--- config.mk ---
export PLATFORM = sky130hd
export DESIGN_NAME = usb11_recv
export DESIGN_NICKNAME = d
export VERILOG_FILES = /design/src/rtl/usb11_recv.sv
export SDC_FILE = /design/constraint.sdc
export NUM_CORES = 1
export LEC_CHECK = 0
export BUFFER_PORTS_ARGS = -buffer_cell sky130_fd_sc_hd__buf_2
export CAP_MARGIN = 5
export CORE_AREA = 2 2 61 63
export CTS_CLUSTER_DIAMETER = 100
export CTS_CLUSTER_SIZE = 28
export DETAILED_ROUTE_END_ITERATION = 7
export DIE_AREA = 0 0 63 65
export GPL_TIMING_DRIVEN = 0
export HOLD_SLACK_MARGIN = 0.15
export PLACE_DENSITY = 0.82
export SETUP_SLACK_MARGIN = 0.4
export SLEW_MARGIN = 20
export SYNTH_ARGS = -nofsm -noshare
export SYNTH_HDL_FRONTEND = slang
export SYNTH_SLANG_ARGS = --single-unit
export TNS_END_PERCENT = 50
--- constraint.sdc ---
create_clock -name clk -period 6.08 [get_ports clk]
set_clock_uncertainty 0.05 [all_clocks]
set_input_delay 0.912 -clock clk [delete_from_list [all_inputs] [get_ports clk]]
set_output_delay 0.912 -clock clk [all_outputs]
set_load 0.1 [all_outputs]
--- src/rtl/usb11_recv.sv ---
// Full-speed USB 1.1 receiver: oversampled line recovery, NRZI decode,
// bit unstuffing, SYNC/EOP framing and byte delivery.
module usb11_recv #(
   parameter int OVS            = 5,
   parameter int SAMPLE_PHASE   = 2,
   parameter int SYNC_ZEROS_MIN = 3
) (
   input  logic       clk,
   input  logic       rst,
   input  logic       dp,
   input  logic       dm,
   input  logic       rx_ena,
   output logic [7:0] rbyte,
   output logic       rbyte_wr,
   output logic       pkt_start,
   output logic       pkt_end,
   output logic       err_stuff,
   output logic       err_align,
   output logic [1:0] line_state
);

   localparam int PW = (OVS > 1) ? $clog2(OVS) : 1;

   localparam logic [1:0] LS_J   = 2'b10;
   localparam logic [1:0] LS_K   = 2'b01;
   localparam logic [1:0] LS_SE0 = 2'b00;
   localparam logic [1:0] LS_SE1 = 2'b11;

   typedef enum logic [2:0] {
      S_IDLE,
      S_SYNC,
      S_DATA,
      S_EOP,
      S_WAIT
   } state_t;

   state_t state_q, state_d;

   logic [1:0]    meta_q, meta_d;
   logic [1:0]    ls_q, ls_d;
   logic [PW-1:0] phase_q, phase_d;
   logic [1:0]    prev_q, prev_d;
   logic [3:0]    zcnt_q, zcnt_d;
   logic [2:0]    ones_q, ones_d;
   logic [2:0]    bcnt_q, bcnt_d;
   logic [7:0]    shift_q, shift_d;
   logic          jcnt_q, jcnt_d;
   logic [7:0]    rbyte_q, rbyte_d;
   logic          rbyte_wr_q, rbyte_wr_d;
   logic          pkt_start_q, pkt_start_d;
   logic          pkt_end_q, pkt_end_d;
   logic          err_stuff_q, err_stuff_d;
   logic          err_align_q, err_align_d;

   logic tick;
   logic is_j;
   logic is_k;
   logic is_se0;
   logic is_se1;
   logic lvl;
   logic dbit;
   logic stuff_pos;
   logic stuff_err;
   logic sync_ok;

   assign tick      = (phase_q == PW'(SAMPLE_PHASE));
   assign is_j      = (ls_q == LS_J);
   assign is_k      = (ls_q == LS_K);
   assign is_se0    = (ls_q == LS_SE0);
   assign is_se1    = (ls_q == LS_SE1);
   assign lvl       = is_j | is_k;
   assign dbit      = (ls_q == prev_q);
   assign stuff_pos = (ones_q == 3'd6);
   assign stuff_err = stuff_pos & dbit & lvl;
   assign sync_ok   = (zcnt_q >= 4'(SYNC_ZEROS_MIN));

   // Phase restarts on every line edge so ticks stay centred in the bit
   always_comb begin
      meta_d = {dp, dm};
      ls_d   = meta_q;
      if (meta_q != ls_q) begin
         phase_d = '0;
      end else if (phase_q == PW'(OVS - 1)) begin
         phase_d = '0;
      end else begin
         phase_d = phase_q + PW'(1);
      end
   end

   always_ff @(posedge clk) begin
      if (rst) begin
         state_q <= S_IDLE;
      end else begin
         state_q <= state_d;
      end
   end

   always_comb begin
      state_d = state_q;
      if (tick) begin
         case (state_q)
            S_IDLE: begin
               if (is_k) state_d = S_SYNC;
            end
            S_SYNC: begin
               if (!lvl) begin
                  state_d = S_IDLE;
               end else if (dbit) begin
                  state_d = sync_ok ? S_DATA : S_IDLE;
               end else if (zcnt_q >= 4'd8) begin
                  state_d = S_IDLE;
               end
            end
            S_DATA: begin
               if (is_se0) begin
                  state_d = S_EOP;
               end else if (is_se1 || stuff_err) begin
                  state_d = S_WAIT;
               end
            end
            S_EOP: begin
               if (is_j) begin
                  state_d = S_IDLE;
               end else if (!is_se0) begin
                  state_d = S_WAIT;
               end
            end
            S_WAIT: begin
               if (is_j && jcnt_q) state_d = S_IDLE;
            end
            default: state_d = S_IDLE;
         endcase
      end
      if (!rx_ena) state_d = S_IDLE;
   end

   always_comb begin
      prev_d      = prev_q;
      zcnt_d      = zcnt_q;
      ones_d      = ones_q;
      bcnt_d      = bcnt_q;
      shift_d     = shift_q;
      jcnt_d      = 1'b0;
      rbyte_d     = rbyte_q;
      rbyte_wr_d  = 1'b0;
      pkt_start_d = 1'b0;
      pkt_end_d   = 1'b0;
      err_stuff_d = 1'b0;
      err_align_d = 1'b0;

      if (tick && lvl) prev_d = ls_q;

      case (state_q)
         S_IDLE: begin
            if (tick && is_k) zcnt_d = 4'd1;
         end
         S_SYNC: begin
            if (tick && lvl && !dbit) begin
               zcnt_d = zcnt_q + 4'd1;
            end
            if (tick && lvl && dbit && sync_ok) begin
               pkt_start_d = 1'b1;
               bcnt_d      = 3'd0;
               ones_d      = 3'd0;
            end
         end
         S_DATA: begin
            if (tick && lvl) begin
               if (stuff_pos) begin
                  ones_d      = 3'd0;
                  pkt_end_d   = dbit;
                  err_stuff_d = dbit;
               end else begin
                  ones_d  = dbit ? ones_q + 3'd1 : 3'd0;
                  shift_d = {dbit, shift_q[7:1]};
                  bcnt_d  = bcnt_q + 3'd1;
                  if (bcnt_q == 3'd7) begin
                     rbyte_d    = {dbit, shift_q[7:1]};
                     rbyte_wr_d = 1'b1;
                  end
               end
            end
            if (tick && is_se1) pkt_end_d = 1'b1;
         end
         S_EOP: begin
            if (tick && is_j) begin
               pkt_end_d   = 1'b1;
               err_align_d = (bcnt_q != 3'd0);
            end else if (tick && !is_se0) begin
               pkt_end_d = 1'b1;
            end
         end
         S_WAIT: begin
            jcnt_d = tick ? is_j : jcnt_q;
         end
         default: ;
      endcase

      if (state_d == S_IDLE) prev_d = LS_J;

      // Receiver muted: drop the packet without any strobe
      if (!rx_ena) begin
         rbyte_d     = rbyte_q;
         rbyte_wr_d  = 1'b0;
         pkt_start_d = 1'b0;
         pkt_end_d   = 1'b0;
         err_stuff_d = 1'b0;
         err_align_d = 1'b0;
      end
   end

   always_ff @(posedge clk) begin
      if (rst) begin
         meta_q      <= LS_J;
         ls_q        <= LS_J;
         phase_q     <= '0;
         prev_q      <= LS_J;
         zcnt_q      <= 4'd0;
         ones_q      <= 3'd0;
         bcnt_q      <= 3'd0;
         shift_q     <= 8'd0;
         jcnt_q      <= 1'b0;
         rbyte_q     <= 8'd0;
         rbyte_wr_q  <= 1'b0;
         pkt_start_q <= 1'b0;
         pkt_end_q   <= 1'b0;
         err_stuff_q <= 1'b0;
         err_align_q <= 1'b0;
      end else begin
         meta_q      <= meta_d;
         ls_q        <= ls_d;
         phase_q     <= phase_d;
         prev_q      <= prev_d;
         zcnt_q      <= zcnt_d;
         ones_q      <= ones_d;
         bcnt_q      <= bcnt_d;
         shift_q     <= shift_d;
         jcnt_q      <= jcnt_d;
         rbyte_q     <= rbyte_d;
         rbyte_wr_q  <= rbyte_wr_d;
         pkt_start_q <= pkt_start_d;
         pkt_end_q   <= pkt_end_d;
         err_stuff_q <= err_stuff_d;
         err_align_q <= err_align_d;
      end
   end

   assign rbyte      = rbyte_q;
   assign rbyte_wr   = rbyte_wr_q;
   assign pkt_start  = pkt_start_q;
   assign pkt_end    = pkt_end_q;
   assign err_stuff  = err_stuff_q;
   assign err_align  = err_align_q;
   assign line_state = ls_q;

endmodule
Word level (Yosys, flattened, before mapping)

Index checks and enable logic that the tools add are counted.

Logic and storage cells: 114
Input bits: 5
Register bits: 44

$lt $le $gt $ge: 2
Reductions and logical operators: 31
Add/sub/neg operators: 4
Bitwise gates (word level): 11
Multiplexer cells: 32
Equal/unequal tests: 18

Operators by type and width:

| operator            | number |
|---|---|
| $mux 3              | 17 |
| $pmux 3 s5          | 1 |
| $eq 3x3->1 const B  | 4 |
| $pmux 3 s2          | 2 |
| $ne 2x2->1 const B  | 5 |
| $add 3x1->3 const B | 3 |
| $eq 3x2->1 const B  | 3 |
| $logic_and 1x1->1   | 9 |
| $reduce_and 3->1    | 3 |
| $reduce_or 3->1     | 3 |
| $mux 4              | 2 |
| $not 1->1           | 8 |
| $pmux 4 s2          | 1 |
| $mux 1              | 7 |
| $logic_not 3->1     | 2 |
| $reduce_or 2->1     | 3 |
| $reduce_and 5->1    | 1 |
| $reduce_or 5->1     | 1 |
| $add 4x1->4 const B | 1 |
| $eq 2x2->1 const B  | 2 |
| $ge 4x2->1 const B  | 1 |
| $ge 4x4->1 const B  | 1 |
| $reduce_and 4->1    | 1 |
| $reduce_bool 2->1   | 2 |
| 13 further kinds    | 15 |

Logic depth before layout (Yosys ltp)

Depth in word-level cells: 11
Mapped depth: 8
Gate-level depth less buffers: 7

Least setup slack after synthesis

Ideal clock, no wire load.

Path type: register to register
From: reg ls_q[0] (netlist: line_state[0])
To: reg rbyte_q[0] (netlist: rbyte[0])
Period minus slack after synthesis: 2.989 ns
Arrival: 2.811 ns
Slack: 3.091 ns
Library setup time: 0.128 ns
Stages on the path, launching flop included: 9
Cells stage by stage: dfxtp_1 > inv_1 > ha_1 > nand3b_1 > nor3b_4 > and3_4 > buf_12 > mux2i_1 > nor2_1

Longest elaborated chain between the ends: 4

RTL lines:

| what                                     | line   | text |
|---|---|---|
| from (decl)                              | 40     | `logic [1:0] ls_q, ls_d;` |
| from (signal assigned)                   | 231    | `ls_q <= ls_d;` |
| $eq 2x2->1 or $eq 2x1->1 (tied branches) | 67, 68 |  |
| $or 1x1->1 (*)                           | 71     | `assign lvl = is_j \| is_k;` |
| $logic_and 1x1->1 (*)                    | 168    | `if (tick && lvl) begin` |
| $reduce_and 5->1 (no line) (*)           | n/a    |  |
| to (signal assigned)                     | 239    | `rbyte_q <= rbyte_d;` |
| to (decl)                                | 48     | `logic [7:0] rbyte_q, rbyte_d;` |

Mark *: on every way between the ends. The rest lies on a longest branch, timed or not.
A chain may end at the register's enable or synchronous reset.

Final worst setup path

From: reg ls_q[0] (netlist: line_state[0])
To: reg rbyte_q[6] (netlist: rbyte[6])

The elaborated chain is that of the path after synthesis.

==> reports/metrics.cfg <==
[sta]
rsz0062_at_grt=false
setup_violations=0
fin_setup_tns_ns=0
hold_viol_final=0
tightest_slew_ns=0.479
post-route-min-period_ns=2.66
slew_headroom=0.681
period_share=0.437
drv_slew=0
whs_ns=0.404
fmax_mhz=377

[global_route]
gr-max-usage-layer=met2
grt_pass1_vias=1576
grt_pass1_wl_mm=6.90
globalRouteMet1Util=0.271
gr-total-overflow=0
grtUsageMet2=0.351
use_met3=0.0503
grt_max_degree=15
grtUsageTotal=0.212
antenna_found_initial=0

[placed_design]
post-dp-hpwl_mm=2.83
finalWeightedCongestion=0.866
place_inst=301
portBuffers=18

[synthesis]
yosysTopAreaCell=dfxtp_1
synth_area_leaders=dfxtp_1 (41%), ha_1 (8.4%), nand2_1 (5.2%)
async_flop_share=0
yosys.area_share.simple=0.230
ys.flop_type=dfxtp_1
synth_fa_ha_area_frac=0.0842
synth_mux_area_frac=0.0433
seq_area_frac_synth=0.414
synth_seq_cells=43
ys_types=48
avgSynthCellArea_um2=8.85
syn_inst=235
synth_xor_area_frac=0.0295
syn_area_mm2=0.00208
synth_top_family_by_area=simple AND/OR/NAND/NOR gates
synth_warnings=0
synth_fp_nets=254
netlist.area_leader.share=0.414
synth_edf_count=0
synth_compound_area_frac=0.138

[floorplan]
fp.dieW_um=63
ioPinCount=20
die_area_mm2=0.00410
fp.dieH_um=65
initial_core_util=0.595
design.core.area_mm2=0.00350
std_cell_rows=22

[outcome]
outcome=complete, no violations

[routing]
wl_per_cell_um=12.3
drc=0
vias=1653
first_iter_violations=60
ant_nets=0
first_pass_iters=4
drt-vias-per-instance=5.35
routed_wl_mm=3.81

[critical_path]
rr_worst_depth=8
critPathRequiredTime_ns=6.28
r2r-start=line_state[0]
end_kind=flip-flop
crit_fanout=9
crit_type=reg -> reg
cp-start-kind=flip-flop
worstPathArrival_ns=2.85
r2r_slack_ns=3.42
regToRegEndpoint=rbyte[6]

[final_layout]
area_growth_pct=11.5
finalNetCount=279
insertedDiodeCount=0
n_fill_cell=308
layout-drive-gt1-share=0.146
final_cells=309

[min_path]
hold_path_depth=1
hp-class=reg -> reg
min_to=phase_q[0]
min-delay-start=phase_q[0]

[pwr]
ir_worst_vdd_mv=0.154
power_leakage_nw=0.887
design_power_total_mw=0.507
power_density_mw_per_mm2=218

[cts]
htreeDepth=2
cts_made_buffers=5
cts.path.max_buffers=2
cts.sinks=43
clk_latency_ns=0.35
cts-root-buf=clkbuf_4
cts_tree=done
clk_pin_slew_worst_paths_ns=0.13
ctsResizeCount=0
post_cts_buffers=0
hold_buffers=0

[flow_run]
max_cap_viol_count=0

## critical path, cell delays in order (launching register included)
cell,delay [ns]
dfxtp_1,0.52
inv_1,0.14
ha_1,0.40
nand3b_1,0.29
nor3b_4,0.48
and3_4,0.26
buf_12,0.13
mux2i_1,0.21
nor2_1,0.06
## report_power, final
group	switching, mW	internal [mW]
Combinational	0.0207	0.00905
Sequential	0.00251	0.284
Clock	0.0911	0.0993
Total	0.114	0.393
## logic make-up after synthesis
group	after synthesis
flops	43
compound gates	44
simple gates	94
fa+ha+maj	14
mux	9
buf+inv	24
xor+xnor	7
## cells in the mapped netlist (4+ instances only)
master	number
nor3_1	6
nand3b_1	5
inv_1	14
o21ai_0	6
nand2b_1	4
clkbuf_1	5
nand3_1	5
mux2i_1	9
nor2b_1	6
ha_1	14
xnor2_1	5
nor2_1	24
dfxtp_1	43
a21oi_1	19
nand2_1	29
## worst max-delay path by stage
stage	startpoint	to	slack [ns]	cells after the start
final	line_state[0]	rbyte[6]	3.42	8
after floorplan	line_state[0]	rbyte[0]	3.09	8
after detailed placement	line_state[0]	rbyte[6]	3.44	8
after global placement	line_state[0]	rbyte[0]	3.50	8
after CTS	line_state[0]	rbyte[6]	3.43	8
after global routing	line_state[0]	rbyte[5]	3.27	8
## layout by cell type, fill, tap and decap left out, types with 2 or more instances in the layout
master	netlist	layout
clkbuf_4	0	5
a211oi_1	3	3
a21oi_1	19	19
xnor2_1	5	5
ha_1	14	14
dfxtp_1	43	43
nand2_1	29	29
nand3_1	5	5
nor2b_1	6	6
mux2i_1	9	9
nand2b_1	4	4
a311oi_1	3	3
o21ai_0	6	6
nand3b_1	5	5
and3_1	2	2
buf_6	2	2
inv_1	14	14
or2_2	2	2
nor3_1	6	6
xor2_1	2	2
clkbuf_1	5	5
nor2_1	24	24
buf_2	1	19
## stage by stage
| stage | instance area (um2) | util | setup slack, ns |
|---|---|---|---|
| final | 2320 | 0.664 | 3.42 |
| after global routing | 2320 | 0.664 | 3.27 |
| after CTS | 2320 | 0.664 | 3.43 |
| after detailed placement | 2230 | 0.638 | 3.44 |
| after global placement | 2230 | 0.638 | 3.50 |
| after floorplan | 2080 | - | 3.09 |
## sequential cells by signal, indices dropped and copies added (netlist names)
signal	count
rbyte	8
shift_q	7
zcnt_q	4
bcnt_q	3
ones_q	3
phase_q	3
state_q	3
line_state	2
ls_d	2
prev_q	2
err_align	1
err_stuff	1
jcnt_q	1
pkt_end	1
pkt_start	1
rbyte_wr	1
## layer usage
metal	vias to the layer above	wire length (um)	share of wire
met5	-	0	0
met4	0	53	0.014
met3	7	161	0.042
met2	35	1760	0.46
met1	759	1840	0.48
li1	852	-	-
## final cells by class
cell class	count	area (um2)	area share
multi-input combinational	168	1090	0.471
sequential	43	861	0.371
timing repair buffer	18	90.1	0.0388
buffer	10	73.8	0.0318
tap	48	60.1	0.0259
inverter	14	52.6	0.0226
clock buffer	6	51.3	0.0221
clock inverter	2	38.8	0.0167
No activity file was read; power rests on OpenSTA's default activity.
